`src/rtl/rv_pkg.sv`:
```
// Shared RISC-V core definitions: opcode constants, canonical NOP and the
// instruction-fetch sequencer state type.
package rv_pkg;

    localparam logic [6:0] OP_R      = 7'd51;
    localparam logic [6:0] OP_LOAD   = 7'd3;
    localparam logic [6:0] OP_IMM    = 7'd19;
    localparam logic [6:0] OP_JAL    = 7'd111;
    localparam logic [6:0] OP_JALR   = 7'd103;
    localparam logic [6:0] OP_BRANCH = 7'd99;
    localparam logic [6:0] OP_STORE  = 7'd35;

    localparam logic [31:0] RV_NOP = 32'h0000_0013;

    typedef enum logic [2:0] {
        IDLE,
        REQ,
        WAIT,
        EXEC,
        ERR
    } fetch_state_t;

endpackage

```
`src/rtl/next_pc_gen.sv`:
```
// Combinational next-PC selection for the fetch unit: jalr > jump > taken
// branch > sequential, plus the instruction-address-misaligned flag.
module next_pc_gen #(
    parameter int unsigned XLEN = 32
) (
    input  logic [XLEN-1:0] i_pc,
    input  logic [XLEN-1:0] i_imm,
    input  logic [XLEN-1:0] i_rs1,
    input  logic            i_branch,
    input  logic            i_jump,
    input  logic            i_jalr,
    input  logic            i_br_cond,
    output logic [XLEN-1:0] o_next_pc,
    output logic            o_misaligned
);

    logic [XLEN-1:0] w_pc_imm;
    logic [XLEN-1:0] w_jalr_tgt;

    assign w_pc_imm   = i_pc + i_imm;
    assign w_jalr_tgt = (i_rs1 + i_imm) & {{(XLEN-1){1'b1}}, 1'b0};

    always_comb begin
        o_next_pc = i_pc + XLEN'(4);
        if (i_jump && i_jalr) begin
            o_next_pc = w_jalr_tgt;
        end else if (i_jump) begin
            o_next_pc = w_pc_imm;
        end else if (i_branch && i_br_cond) begin
            o_next_pc = w_pc_imm;
        end
    end

    // Bit 0 is either cleared (JALR) or never set by a legal immediate; only bit 1 can misalign.
    assign o_misaligned = o_next_pc[1];

endmodule

```
`src/rtl/fetch_unit.sv`:
```
// PC register and instruction-fetch sequencer: drives the instruction-memory
// handshake, holds the fetched word and advances the PC when it retires.
module fetch_unit
    import rv_pkg::*;
#(
    parameter int unsigned     XLEN         = 32,
    parameter logic [XLEN-1:0] RESET_PC     = '0,
    parameter int unsigned     IMEM_TIMEOUT = 16
) (
    input  logic            i_clk,
    input  logic            i_rst_n,
    input  logic            i_branch,
    input  logic            i_jump,
    input  logic            i_jalr,
    input  logic            i_br_cond,
    input  logic [XLEN-1:0] i_imm_ext,
    input  logic [XLEN-1:0] i_rs1,
    input  logic            i_retire,
    output logic            o_imem_req,
    output logic [XLEN-1:0] o_imem_addr,
    input  logic            i_imem_rvalid,
    input  logic [31:0]     i_imem_rdata,
    output logic [31:0]     o_instr,
    output logic [6:0]      o_op,
    output logic            o_instr_valid,
    output logic [XLEN-1:0] o_pc,
    output logic [XLEN-1:0] o_pc_plus4,
    output logic            o_fetch_err
);

    localparam int unsigned CW = $clog2(IMEM_TIMEOUT + 1);

    fetch_state_t    r_state;
    logic [XLEN-1:0] r_pc;
    logic [31:0]     r_instr;
    logic [CW-1:0]   r_cnt;
    logic [XLEN-1:0] w_next_pc;
    logic            w_misaligned;

    next_pc_gen #(
        .XLEN(XLEN)
    ) u_next_pc_gen (
        .i_pc        (r_pc),
        .i_imm       (i_imm_ext),
        .i_rs1       (i_rs1),
        .i_branch    (i_branch),
        .i_jump      (i_jump),
        .i_jalr      (i_jalr),
        .i_br_cond   (i_br_cond),
        .o_next_pc   (w_next_pc),
        .o_misaligned(w_misaligned)
    );

    // Decoder inputs only reach state through the EXEC/retire branch below.
    always_ff @(posedge i_clk or negedge i_rst_n) begin
        if (!i_rst_n) begin
            r_state <= IDLE;
            r_pc    <= RESET_PC;
            r_instr <= RV_NOP;
            r_cnt   <= '0;
        end else begin
            case (r_state)
                IDLE: r_state <= REQ;
                REQ: begin
                    r_cnt <= '0;
                    if (i_imem_rvalid) begin
                        r_instr <= i_imem_rdata;
                        r_state <= EXEC;
                    end else begin
                        r_state <= WAIT;
                    end
                end
                WAIT: begin
                    if (i_imem_rvalid) begin
                        r_instr <= i_imem_rdata;
                        r_cnt   <= '0;
                        r_state <= EXEC;
                    end else if (r_cnt == CW'(IMEM_TIMEOUT - 1)) begin
                        r_state <= ERR;
                    end else begin
                        r_cnt <= r_cnt + CW'(1);
                    end
                end
                EXEC: begin
                    if (i_retire) begin
                        if (w_misaligned) begin
                            r_state <= ERR;
                        end else begin
                            r_pc    <= w_next_pc;
                            r_state <= REQ;
                        end
                    end
                end
                ERR:     r_state <= ERR;
                default: r_state <= IDLE;
            endcase
        end
    end

    assign o_imem_req    = (r_state == REQ) || (r_state == WAIT);
    assign o_imem_addr   = r_pc;
    assign o_instr       = r_instr;
    assign o_op          = r_instr[6:0];
    assign o_instr_valid = (r_state == EXEC);
    assign o_pc          = r_pc;
    assign o_pc_plus4    = r_pc + XLEN'(4);
    assign o_fetch_err   = (r_state == ERR);

endmodule
```
`config.mk`:
```
export PLATFORM = sky130hd
export DESIGN_NAME = fetch_unit
export DESIGN_NICKNAME = d
export VERILOG_FILES = /design/src/rtl/rv_pkg.sv /design/src/rtl/next_pc_gen.sv /design/src/rtl/fetch_unit.sv
export SDC_FILE = /design/constraint.sdc
export NUM_CORES = 1
export LEC_CHECK = 0
export BUFFER_PORTS_ARGS = -buffer_cell sky130_fd_sc_hd__clkbuf_2
export CAP_MARGIN = 20
export CORE_MARGIN = 2
export CORE_UTILIZATION = 40
export DETAILED_ROUTE_END_ITERATION = 16
export GPL_TIMING_DRIVEN = 0
export PLACE_DENSITY = 0.65
export SYNTH_ARGS = -nofsm -noshare
export SYNTH_HDL_FRONTEND = slang
export SYNTH_SLANG_ARGS = --single-unit
```
`constraint.sdc`:
```
create_clock -name i_clk -period 2.7 [get_ports i_clk]
set_input_delay 0.135 -clock i_clk [delete_from_list [all_inputs] [get_ports i_clk]]
set_output_delay 0.135 -clock i_clk [all_outputs]
set_load 0.02 [all_outputs]
```
# [Yosys cells after proc, flatten, opt, wreduce, memory -nomap -nowiden]
# Cells that the tools add are included.
[classes] n_eq_ne=8 bitwise=1 reduce_logical=10 muxes=12 addsub=4
[op_table] cell="$mux W32" count=3
[op_table] cell="$add A32 B32 Y32" count=2
[op_table] cell="$add A32 B3 Y32 const B" count=1
[op_table] cell="$pmux W3 S5" count=1
[op_table] cell="$mux W3" count=4
[op_table] cell="$mux W5" count=2
[op_table] cell="$pmux W5 S2" count=1
[op_table] cell="$eq A3 B2 Y1 const B" count=2
[op_table] cell="$ne A3 B3 Y1 const B" count=2
[op_table] cell="$reduce_and A2 Y1" count=3
[op_table] cell="$add A5 B1 Y5 const B" count=1
[op_table] cell="$eq A5 B4 Y1 const B" count=1
[op_table] cell="$eq A3 B1 Y1 const B" count=1
[op_table] cell="$eq A3 B3 Y1 const B" count=1
[op_table] cell="$logic_not A3 Y1" count=1
[op_table] cell="$reduce_and A3 Y1" count=1
[op_table] cell="$logic_and A1 B1 Y1" count=2
[op_table] cell="$ne A2 B2 Y1 const B" count=1
[op_table] cell="$reduce_bool A2 Y1" count=1
[op_table] cell="$reduce_or A2 Y1" count=1
[op_table] cell="$logic_or A1 B1 Y1" count=1
[op_table] cell="$mux W1" count=1
[op_table] cell="$not A1 Y1" count=1
[totals] register_bits=71 output_inout_bits=138 in_bits=104 elab_cells=39

# [Depth between registers and ports, before layout]
# Gate-level depths: netlist of the first run.
[logic_depth] depth_word=7 ltp_mapped=11 mapped_depth_nobuf=11

# [Modules after synthesis]
# From an unflattened synthesis of the first run, not the netlist that was laid out.
[unflattened] hier_cells=933 hier_area_um2=8167.8
[by_module_without_submodules] mod="next_pc_gen" instances=1 cells_each=622 area_each_um2=4239.1 seq_area_each_um2=0.0
[by_module_without_submodules] mod="fetch_unit" instances=1 cells_each=311 area_each_um2=3928.8 seq_area_each_um2=1805.5

# [Worst setup path after synthesis of the first run]
# Ideal clock, no wire load.
[synth_path] kind="reg2reg" from="register r_pc[7], in the netlist o_imem_addr[7]" to="register r_pc[22], in the netlist o_imem_addr[22]" required_time_ns=2.562 arrival_ns=2.507 stages_incl_launch_ff=12 path_buffers=1 setup_slack_ns=0.054 synth_period_minus_slack_ns=2.646 setup_ns=0.138 cell_sequence="dfrtp_1 > ha_1 > clkbuf_2 > a2111oi_2 > o21ai_1 > a21oi_2 > o21ai_1 > a21oi_2 > o21ai_2 > xnor2_1 > a222oi_1 > o21ai_0"
[synth_via] elab_chain_cells=4 elab_cells_between_ends=5 classes_between="add/sub: 2; mux: 3"
[synth_lines] item="from (decl)" line="fetch_unit.sv:34" rtl="logic [XLEN-1:0] r_pc;"
[synth_lines] item="from (signal assigned)" line="fetch_unit.sv:89" rtl="r_pc <= w_next_pc;"
[synth_lines] item="$add A32 B3 Y32 or $add A32 B32 Y32 (tied branches)" line="next_pc_gen.sv:24, next_pc_gen.sv:20"
[synth_lines] item="$mux W32" line="next_pc_gen.sv:29" rtl="end else if (i_branch && i_br_cond) begin"
[synth_lines] item="$mux W32 (*)" line="next_pc_gen.sv:27" rtl="end else if (i_jump) begin"
[synth_lines] item="$mux W32 (*)" line="next_pc_gen.sv:25" rtl="if (i_jump && i_jalr) begin"
# Mark *: on every way between the ends. The rest lies on a longest branch, timed or not.
# A chain may end at the register's enable or synchronous reset.

# [Worst setup path after layout of the first run]
[layout_path] from="register r_pc[2], in the netlist o_imem_addr[2]" to="register r_pc[29], in the netlist o_imem_addr[29]"
# Same word-level chain as after synthesis.

==> out/metrics.csv, run 1 <==
stage;metric;value;unit
timing;Final Critical Period;2.65;ns
synth;Synth Area in Simple Gates;17.3;%
power_and_ir_drop;PD cells;1110;nW/um^2
power_and_ir_drop;combinational share of power;68.2;%
clocking;root buffer cell;clkbuf_16;
final_layout;fraction of layout cells with a size suffix above 1;36.4;%
flow_run;Max-Cap Viols;0;
global_routing;met1 usage;35.8;%
placed_design;# port buffers;238;
worst_setup_path;CP max-delay cell;dfrtp_2;
global_routing;first-pass GRT wire length;40200;um
synth;Synth Area in XOR/XNOR;9.37;%
final_layout;Finished Core Util;52.1;%
floorplan;die width;141;um
power_and_ir_drop;sequential power share;21.0;%
placed_design;dpl cells;1387;
final_layout;area of the multi-input gates;5410;sq um
timing;skew final;0.0140;ns
power_and_ir_drop;sw power;5.50;mW
final_layout;Non-Filler Instances;1415;
floorplan;initial core utilization;40.4;%
timing;RSZ-0062 raised after global routing;yes;
synth;Cells after Synth;912;
synth;mux contribution to synthesized area;5.79;%
placed_design;DP Wirelength;20900;um
clocking;clock latency on the worst-skew pair;0.35;ns
synth;ranking of synthesized cells by area;dfrtp_1, ha_1, a21oi_1, mux2_2, xnor2_1;
global_routing;largest net degree at the start of global routing;56;
worst_setup_path;Req. time, crit path;2.95;ns
timing;worst rel slew slack;44.0;%
worst_setup_path;crit path launch type;flop;
synth;Post-synth top flop;dfrtp_1;
worst_setup_path;Setup CP Type;reg -> reg;
global_routing;antenna violations before repair;0;
placed_design;GP Congestion;0.924;
global_routing;GR peak layer;met2;
final_layout;register area;1800;sq um
clocking;number of CTS-inserted buffers;9;
synth;mapped cell area;7480;sq um
synth;Post-synth EDFFs;0;
floorplan;Core ar.;18500;sq um
global_routing;grt met2 use;42.4;%
floorplan;# IOs;242;
global_routing;gr usage total;25.9;%
final_layout;filler instances;1843;
clocking;H-tree Lvls;3;
synth;largest family of logic cells by synthesized area;compound AO/OA/AOI/OAI gates;
clocking;Sink Count;71;
drt;DRT iter0 DRCs;608;
synth;Synth Area in Adders;11.0;%
synth;syn_area_per_cell;8.20;sq um
drt;DRT antenna net count;0;
final_layout;Synth-to-Final Area Change;29.1;%
worst_setup_path;Critical Path AT;2.90;ns
floorplan;Rows;50;
global_routing;GRT met3 Usage;3.46;%
drt;vias per inst;5.59;
timing;fmax;0.378;GHz
worst_setup_path;Worst Path Max Fanout;6;
synth;asr flop ratio synth;100;%
floorplan;full die area;19800;sq um
clocking;CTS tree;done;
timing;final count of hold timing violations;0;
timing;fin crit share;98.1;%
final_layout;ANT cells;0;
synth;Yosys top cell area share;22.8;%
clocking;Clock Pin Slew Worst Setup and Hold Paths;0.07;ns
power_and_ir_drop;P_leak;4.49;nW
synth;leading area contributor after synthesis;dfrtp_1;
timing;Slew @ Worst Pin;0.840;ns
worst_setup_path;CP top delay family;compound AO/OA/AOI/OAI gates;
floorplan;die extent in y;141;um
timing;max-slew violations;0;
synth;Synth Warn #;0;
power_and_ir_drop;P_int;5.26;mW
synth;Yosys reg bits;71;
drt;wirelength, routed;26500;um
final_layout;Final nets;1345;
drt;WL/cell;18.7;um
power_and_ir_drop;Total Power;10.8;mW
worst_setup_path;critical path capture point type;flop;
power_and_ir_drop;Clock Power Share;10.8;%
worst_setup_path;cells along the critical path;ha_4 -> nand4_1 -> a21o_1 -> a21oi_2 -> o31ai_2 -> a31oi_2 -> a41oi_2 -> o21ai_2 -> xnor2_1 -> a221oi_1;
timing;# setup viols final;0;
drt;TritonRoute pass-1 iters;5;
worst_setup_path;WP buf/inv;0;
global_routing;vias in the first global route;7270;
timing;Fin Hold WS;0.0214;ns
power_and_ir_drop;VDD IR-drop max;687;uV
clocking;clock tree buffer depth;2;
final_layout;final instance area;9650;sq um
status;status;finished clean;
worst_hold_path;Tightest Hold Check Type;in -> reg;
drt;# DRC;0;
placed_design;Placed Area;9000;sq um
synth;synth unique cells;75;
global_routing;global route overflow;0;
power_and_ir_drop;Net Sw Frac;51.2;%
synth;sequential area share after synthesis;23.8;%
worst_setup_path;slowest stage delay, CP;0.46;ns
synth;post-synthesis compound-gate area fraction;25.5;%
drt;vias;7913;
==> worst reg2reg max path, cell delays in order (launching register included) <==
cell,delay (ns)
dfrtp_2,0.46
ha_4,0.33
nand4_1,0.14
a21o_1,0.23
a21oi_2,0.22
o31ai_2,0.10
a31oi_2,0.25
a41oi_2,0.25
o21ai_2,0.21
xnor2_1,0.09
a221oi_1,0.26
==> what timing repair did <==
action | CTS | global route
endpoints found under the hold margin | 16 | 0
buffers inserted | 7 | 8
setup endpoints to repair | 30 | 35
hold buffers | 1 | 0
pin swaps | 6 | 7
resized for setup | 29 | 48
==> layout by cell type (no fill, tap or decap), types with 13 or more instances in the layout <==
cell type  instances
a21o_1            27
a21oi_1           78
and3_1            13
buf_4             60
clkbuf_1          27
clkbuf_2         237
dfrtp_1           55
dfrtp_2           13
ha_1              55
inv_1             14
mux2_2            34
nand2_1           88
nand3_1           32
nand4_1           19
nor2_1            56
nor3_1            13
o211ai_1          15
o21ai_0           45
o21ai_1           14
xnor2_1           41
xor2_1            37
==> routing by layer <==
| metal | wire (um) | part of all wire (%) |
|---|---|---|
| met4 | 512 | 1.9 |
| met5 | 0 | 0 |
| met3 | 1820 | 6.9 |
| met1 | 11800 | 45 |
| met2 | 12300 | 47 |
==> cell usage after synthesis (7+ instances only) <==
library cell / number
o21ai_1: 10
and2_1: 8
o22ai_1: 7
nand2_1: 88
nor2_1: 61
a21oi_1: 85
and3_1: 15
a221oi_1: 7
xor2_1: 38
clkbuf_1: 32
o21ai_0: 52
mux2_2: 34
nand4_1: 19
buf_4: 43
a21o_1: 27
inv_1: 14
nor3_1: 14
nand2b_1: 11
o21bai_1: 8
dfrtp_1: 68
nand3_1: 33
o211ai_1: 15
a211oi_1: 12
a31oi_1: 12
ha_1: 64
xnor2_1: 42
==> cells by family (layout without fill, tap and decap cells) <==
logic type | count (synthesis) | count (layout)
mux | 39 | 39
compound gates | 286 | 286
other cells | 1 | 3
flops | 71 | 71
xor+xnor | 80 | 80
simple gates | 271 | 271
buf+inv | 99 | 366
fa+ha+maj | 65 | 65
==> metrics by stage <==
| step | TNS, ns | worst slack, ns |
|---|---|---|
| finish | 0 | 0.0517 |
| global route | -0.0543 | -0.0378 |
| CTS | -0.0303 | -0.0303 |
| detailed placement | -3.71 | -0.373 |
| global placement | -3.42 | -0.420 |
| floorplan | 0 | 0.0543 |
==> power by group through the flow <==
| stage | sequential (mW) | clock (mW) | combinational (mW) |
|---|---|---|---|
| after floorplan | 2.65 | 0 | 4.30 |
| final | 2.26 | 1.16 | 7.33 |
| after global routing | 2.34 | 1.23 | 7.92 |
| after global placement | 2.28 | 0 | 6.76 |
| after detailed placement | 2.29 | 0 | 6.79 |
| after CTS | 2.26 | 1.19 | 7.02 |
==> state kept, by name (all words and copies together), names as in the netlist <==
signal / count
o_instr: 32
r_cnt: 5
r_state: 3
o_imem_addr: 31
==> path summary, 6_finish.rpt <==
kind | end | cells past startpoint | slack (ns) | from
worst max-delay path | o_imem_addr[29] | 10 | 0.05 | o_imem_addr[2]
worst min-delay path | o_instr[5] | 2 | 0.02 | i_imem_rdata[5]
worst max register to register | o_imem_addr[29] | 10 | 0.05 | o_imem_addr[2]
worst min register to register | o_instr[11] | 1 | 0.50 | o_instr[11]
max in group asynchronous | o_instr[4] | 3 | 1.82 | i_rst_n
min in group asynchronous | o_imem_addr[25] | 2 | 0.25 | i_rst_n
==> cell type report <==
type                       count  share of cell area [%]
buffer                        81                    4.94
sequential                    71                    18.6
clock buffer                   9                    2.33
multi-input combinational    744                    56.0
inverter                      14                   0.544
clock inverter                 7                   0.570
timing repair buffer         255                    13.9
tap                          234                    3.03
Power figures use the tool's default switching activity.
==> run 2, diff against run 1 <==
- CORE_MARGIN: 2 -> 5
- clock period: 2.7 -> 2.5 ns (I/O delays scaled with it)
==> out/metrics.csv, run 2 (synthesis results as in run 1) <==
stage;metric;value;unit
drt;TritonRoute pass-1 iters;5;
power_and_ir_drop;Net Sw Frac;50.1;%
power_and_ir_drop;Total Power;12.2;mW
worst_setup_path;Critical Path AT;2.76;ns
final_layout;final instance area;10200;sq um
power_and_ir_drop;sequential power share;19.7;%
floorplan;full die area;21500;sq um
worst_setup_path;r2r setup slk;-0.04;ns
clocking;clock latency on the worst-skew pair;0.34;ns
final_layout;Final nets;1375;
timing;# setup viols final;5;
worst_setup_path;critical path capture point type;flop;
clocking;Sink Count;71;
status;violated checks;negative setup slack;
worst_setup_path;CP top delay family;compound AO/OA/AOI/OAI gates;
timing;Final Critical Period;2.54;ns
worst_setup_path;slowest stage delay, CP;0.50;ns
drt;WL/cell;19.3;um
worst_setup_path;Crit Reg-Reg Endpoint;o_imem_addr[24];
power_and_ir_drop;sw power;6.13;mW
worst_setup_path;Worst path depth;9;
global_routing;global route overflow;0;
worst_setup_path;crit path launch type;flop;
placed_design;pre-CTS setup slack;-0.530;ns
timing;fmax;0.394;GHz
timing;RSZ-0062 raised after global routing;yes;
global_routing;antenna violations before repair;0;
timing;final count of hold timing violations;0;
worst_hold_path;Tightest Hold Check Type;in -> reg;
timing;Slew @ Worst Pin;0.868;ns
drt;vias per inst;5.57;
power_and_ir_drop;VDD IR-drop max;600;uV
clocking;Clock Pin Slew Worst Setup and Hold Paths;0.07;ns
worst_setup_path;CP Capture Point;o_imem_addr[24];
drt;# DRC;0;
timing;final setup margin;-0.0406;ns
power_and_ir_drop;P_leak;4.68;nW
worst_setup_path;Setup CP Type;reg -> reg;
drt;wirelength, routed;27900;um
worst_setup_path;CP max-delay cell;dfrtp_1;
floorplan;Core ar.;18600;sq um
global_routing;first-pass GRT wire length;42700;um
floorplan;# IOs;242;
final_layout;filler instances;1775;
placed_design;GP Congestion;0.935;
global_routing;largest net degree at the start of global routing;55;
flow_run;Max-Cap Viols;0;
timing;skew final;0.0113;ns
worst_setup_path;WP buf/inv;0;
timing;fin crit share;102;%
final_layout;Synth-to-Final Area Change;36.0;%
drt;DRT iter0 DRCs;595;
worst_setup_path;cells along the critical path;ha_2 -> and3_1 -> nand3_1 -> o21ai_2 -> a21oi_4 -> o21ai_2 -> nand2_1 -> mux2i_1 -> o32a_1;
floorplan;Rows;50;
worst_setup_path;Worst Path Max Fanout;8;
final_layout;ANT cells;0;
power_and_ir_drop;Clock Power Share;10.2;%
worst_setup_path;R2R depth;9;
worst_setup_path;Critical path origin;o_imem_addr[16];
power_and_ir_drop;combinational share of power;70.1;%
clocking;H-tree Lvls;3;
floorplan;initial core utilization;40.2;%
placed_design;Placed Area;9050;sq um
clocking;number of CTS-inserted buffers;9;
final_layout;max reg flops;32;
power_and_ir_drop;P_int;6.11;mW
final_layout;fraction of layout cells with a size suffix above 1;41.0;%
final_layout;most common cell after layout, fill and taps aside;clkbuf_2;
global_routing;gr usage total;24.8;%
floorplan;die extent in y;147;um
clocking;CTS tree;done;
worst_setup_path;most used cell, CP;o21ai_2;
global_routing;vias in the first global route;7870;
drt;DRT antenna net count;0;
floorplan;die width;147;um
status;status;finished with violations;
final_layout;most frequent cells in the layout;clkbuf_2, buf_4, nand2_1;
worst_setup_path;R2R Path Start;o_imem_addr[16];
clocking;root buffer cell;clkbuf_16;
timing;worst rel slew slack;42.1;%
placed_design;# port buffers;238;
timing;max-slew violations;0;
drt;vias;8042;
worst_setup_path;Req. time, crit path;2.72;ns
clocking;clock tree buffer depth;2;
power_and_ir_drop;PD cells;1200;nW/um^2
placed_design;DP Wirelength;21500;um
## run 2: cell types whose count changed in the layout (fill, tap and decap cells not counted), moves of 4 or more
| cell | previous run | this run |
|---|---|---|
| dfrtp_1 | 55 | 50 |
| a21oi_1 | 78 | 74 |
| dfrtp_2 | 13 | 18 |
| nor2_4 | 1 | 5 |
| buf_4 | 60 | 90 |
| ha_4 | 6 | 12 |
| ha_1 | 55 | 47 |
## run 2: layer usage
metal | wire length [um] | share of wire [%] | GRT usage, %
met4 | 801 | 2.9 | 6.77
met3 | 2110 | 7.6 | 4.38
met5 | 0 | 0 | 0
met1 | 12000 | 43 | 33.0
met2 | 12900 | 46 | 41.6
## run 2: worst min path at each step
stage	startpoint	endpoint	slack, ns	cells past startpoint
floorplan	i_rst_n	o_imem_addr[0]	-0.17	0
global placement	i_imem_rdata[13]	o_instr[13]	0.36	2
detailed placement	i_rst_n	o_instr[5]	0.06	1
CTS	i_imem_rdata[4]	o_instr[4]	0.002	2
global route	i_imem_rdata[2]	o_instr[2]	0.007	2
finish	i_imem_rdata[4]	o_instr[4]	0.01	2
## run 2: cell type report
class / instances / area, sq um / area share, %
plain buffers: 79 / 474 / 4.66
clock buffers: 10 / 239 / 2.35
clock inverters: 6 / 45.0 / 0.443
inverters: 14 / 52.6 / 0.517
multi-input cells: 744 / 5650 / 55.6
flip-flops and latches: 71 / 1800 / 17.7
well taps: 234 / 293 / 2.88
repair buffers: 287 / 1610 / 15.8
## run 2: timing repair
action | 4_1_cts | 5_1_grt
setup endpoints to repair | 47 | 27
hold buffers | 1 | 0
hold endpoints to repair | 17 | 0
pin swaps | 32 | 21
setup buffers | 35 | 13
gates resized for setup | 77 | 42
## run 2: through the flow
stage | instances | setup TNS, ns | util, % | hold slack (ns)
after floorplan | 914 | -0.00247 | - | -0.171
after global placement | 1386 | -8.24 | 48.5 | 0.359
after detailed placement | 1387 | -8.53 | 48.7 | 0.0610
after CTS | 1434 | -0.118 | 53.4 | 0.00186
after global routing | 1445 | -1.49 | 54.7 | 0.00659
final | 1445 | -0.0962 | 54.7 | 0.0118
## run 2: power groups by stage
stage	Sequential, mW	Clock [mW]	Combinational (mW)
3_5_place_dp	2.50	0	7.42
6_report	2.42	1.25	8.57
5_1_grt	2.52	1.33	9.23
4_1_cts	2.41	1.28	8.28
2_1_floorplan	2.87	0	4.69
3_3_place_gp	2.48	0	7.38
## run 2: worst reg2reg max path: stages (launching register included)
cell	delay [ns]
dfrtp_1	0.50
ha_2	0.45
and3_1	0.26
nand3_1	0.11
o21ai_2	0.23
a21oi_4	0.10
o21ai_2	0.19
nand2_1	0.11
mux2i_1	0.14
o32a_1	0.34
==> run 3, diff against run 2 <==
- BUFFER_PORTS_ARGS: -buffer_cell sky130_fd_sc_hd__clkbuf_2 -> -buffer_cell sky130_fd_sc_hd__buf_2
==> out/metrics.csv, run 3 (synthesis results as in run 1) <==
stage;metric;value;unit
floorplan;Core ar.;18600;sq um
drt;# DRC;0;
worst_setup_path;Critical Path AT;2.75;ns
power_and_ir_drop;P_leak;4.68;nW
clocking;clock tree buffer depth;2;
global_routing;first-pass GRT wire length;42100;um
timing;Setup Total Neg Slack;-0.184;ns
power_and_ir_drop;sw power;6.14;mW
placed_design;DP Wirelength;21200;um
worst_setup_path;r2r setup slk;-0.05;ns
power_and_ir_drop;Clock Power Share;10.9;%
power_and_ir_drop;PD cells;1210;nW/um^2
floorplan;die extent in y;147;um
floorplan;Rows;50;
global_routing;gr usage total;24.4;%
final_layout;area of the multi-input gates;5690;sq um
timing;worst rel slew slack;45.6;%
drt;Met1 Routed Length;12200;um
worst_setup_path;R2R Path Start;o_imem_addr[3];
worst_setup_path;Crit Reg-Reg Endpoint;o_imem_addr[31];
floorplan;# IOs;242;
worst_setup_path;CP max-delay cell;dfrtp_2;
drt;met3 wire length;1950;um
worst_setup_path;critical path capture point type;flop;
power_and_ir_drop;combinational share of power;69.7;%
floorplan;die width;147;um
placed_design;# port buffers;238;
timing;skew final;0.0124;ns
timing;fin crit share;102;%
worst_setup_path;cells along the critical path;ha_4 -> nand4_1 -> a21o_1 -> a21oi_1 -> o21ai_1 -> nand3_1 -> a21oi_1 -> o21ai_0 -> xnor2_1 -> o221ai_1;
worst_hold_path;Tightest Hold Check Type;in -> reg;
worst_setup_path;Req. time, crit path;2.70;ns
drt;DRT iter0 DRCs;563;
clocking;Sink Count;71;
final_layout;Synth-to-Final Area Change;37.1;%
worst_setup_path;Worst Path Max Fanout;4;
drt;TritonRoute pass-1 iters;5;
global_routing;vias in the first global route;7679;
power_and_ir_drop;P_int;6.31;mW
timing;Final Critical Period;2.55;ns
drt;vias per inst;5.48;
final_layout;register area;1810;sq um
timing;Slew @ Worst Pin;0.815;ns
global_routing;antenna violations before repair;0;
final_layout;Final nets;1378;
worst_setup_path;slowest stage delay, CP;0.44;ns
drt;WL/cell;19.1;um
final_layout;most frequent cells in the layout;buf_2, buf_4, nand2_1;
timing;fmax;0.393;GHz
final_layout;most common cell after layout, fill and taps aside;buf_2;
final_layout;fraction of layout cells with a size suffix above 1;42.1;%
power_and_ir_drop;sequential power share;19.4;%
floorplan;initial core utilization;40.2;%
power_and_ir_drop;Net Sw Frac;49.3;%
global_routing;global route overflow;0;
clocking;clock latency on the worst-skew pair;0.34;ns
worst_hold_path;Worst Hold Depth;2;
timing;final setup margin;-0.0462;ns
placed_design;GP Congestion;0.936;
clocking;number of CTS-inserted buffers;9;
final_layout;ANT cells;0;
global_routing;largest net degree at the start of global routing;68;
floorplan;full die area;21500;sq um
timing;max-slew violations;0;
worst_setup_path;CP top delay family;compound AO/OA/AOI/OAI gates;
status;status;finished with violations;
final_layout;Finished Core Util;55.2;%
worst_setup_path;Setup CP Type;reg -> reg;
flow_run;Max-Cap Viols;0;
drt;DR top layer;met4;
worst_setup_path;most used cell, CP;a21oi_1;
timing;final count of hold timing violations;0;
clocking;H-tree Lvls;3;
drt;DRT antenna net count;0;
clocking;CTS tree;done;
worst_hold_path;hold_sp;i_imem_rdata[29];
worst_setup_path;crit path launch type;flop;
status;violated checks;negative setup slack;
drt;wirelength, routed;27600;um
timing;RSZ-0062 raised after global routing;yes;
worst_hold_path;Worst Hold End;o_instr[29];
final_layout;max reg flops;32;
power_and_ir_drop;VDD IR-drop max;686;uV
worst_setup_path;WP buf/inv;0;
worst_setup_path;R2R depth;10;
final_layout;filler instances;1737;
clocking;root buffer cell;clkbuf_16;
clocking;Clock Pin Slew Worst Setup and Hold Paths;0.07;ns
drt;vias;7942;
timing;# setup viols final;6;
drt;routed wl met2;13100;um
==> run 3: metal layers <==
metal	GRT usage, %	vias up
li1	-	3894
met3	3.86	27
met5	0	-
met1	33.2	3692
met2	40.7	329
met4	5.74	0
==> run 3: stage by stage <==
step | hold slack [ns] | power [mW] | cells | setup WS [ns] | area (sq um)
3_3_place_gp | 0.360 | 9.84 | 1386 | -0.537 | 9020
2_1_floorplan | -0.171 | 7.56 | 914 | -0.00247 | 7540
4_1_cts | 0.00712 | 12.1 | 1437 | -0.0273 | 9970
5_1_grt | 0.0177 | 13.2 | 1448 | -0.127 | 10300
6_report | 0.0177 | 12.5 | 1448 | -0.0462 | 10300
3_5_place_dp | -0.0574 | 9.91 | 1387 | -0.544 | 9050
==> run 3: worst max-delay path by stage <==
stage               startpoint         endpoint  depth (start not counted)
2_1_floorplan   o_imem_addr[7]  o_imem_addr[26]                         11
3_3_place_gp    o_imem_addr[2]  o_imem_addr[24]                          9
3_5_place_dp    o_imem_addr[2]  o_imem_addr[24]                          9
4_1_cts        o_imem_addr[11]  o_imem_addr[27]                         12
5_1_grt         o_imem_addr[3]  o_imem_addr[29]                         10
6_report        o_imem_addr[3]  o_imem_addr[31]                         10
==> run 3: area by class of cell <==
cell class,instances,share of cell area (%)
tap,234,2.85
buffer,79,4.68
timing repair buffer,290,15.8
clock inverter,6,0.671
sequential,71,17.6
clock buffer,10,2.33
multi-input combinational,744,55.5
inverter,14,0.512
==> run 3: power groups by stage <==
stage	clock network (mW)	registers [mW]	logic, mW
2_1_floorplan	0	2.87	4.69
3_3_place_gp	0	2.46	7.38
3_5_place_dp	0	2.48	7.43
4_1_cts	1.38	2.40	8.31
5_1_grt	1.43	2.50	9.31
6_report	1.36	2.41	8.68
==> run 3: what timing repair did <==
| action | 4_1_cts | 5_1_grt |
|---|---|---|
| endpoints found under the hold margin | 70 | 0 |
| hold buffers | 1 | 0 |
| endpoints found under the setup margin | 48 | 30 |
| pin swaps | 35 | 35 |
| buffers inserted | 37 | 14 |
| resized for setup | 84 | 47 |
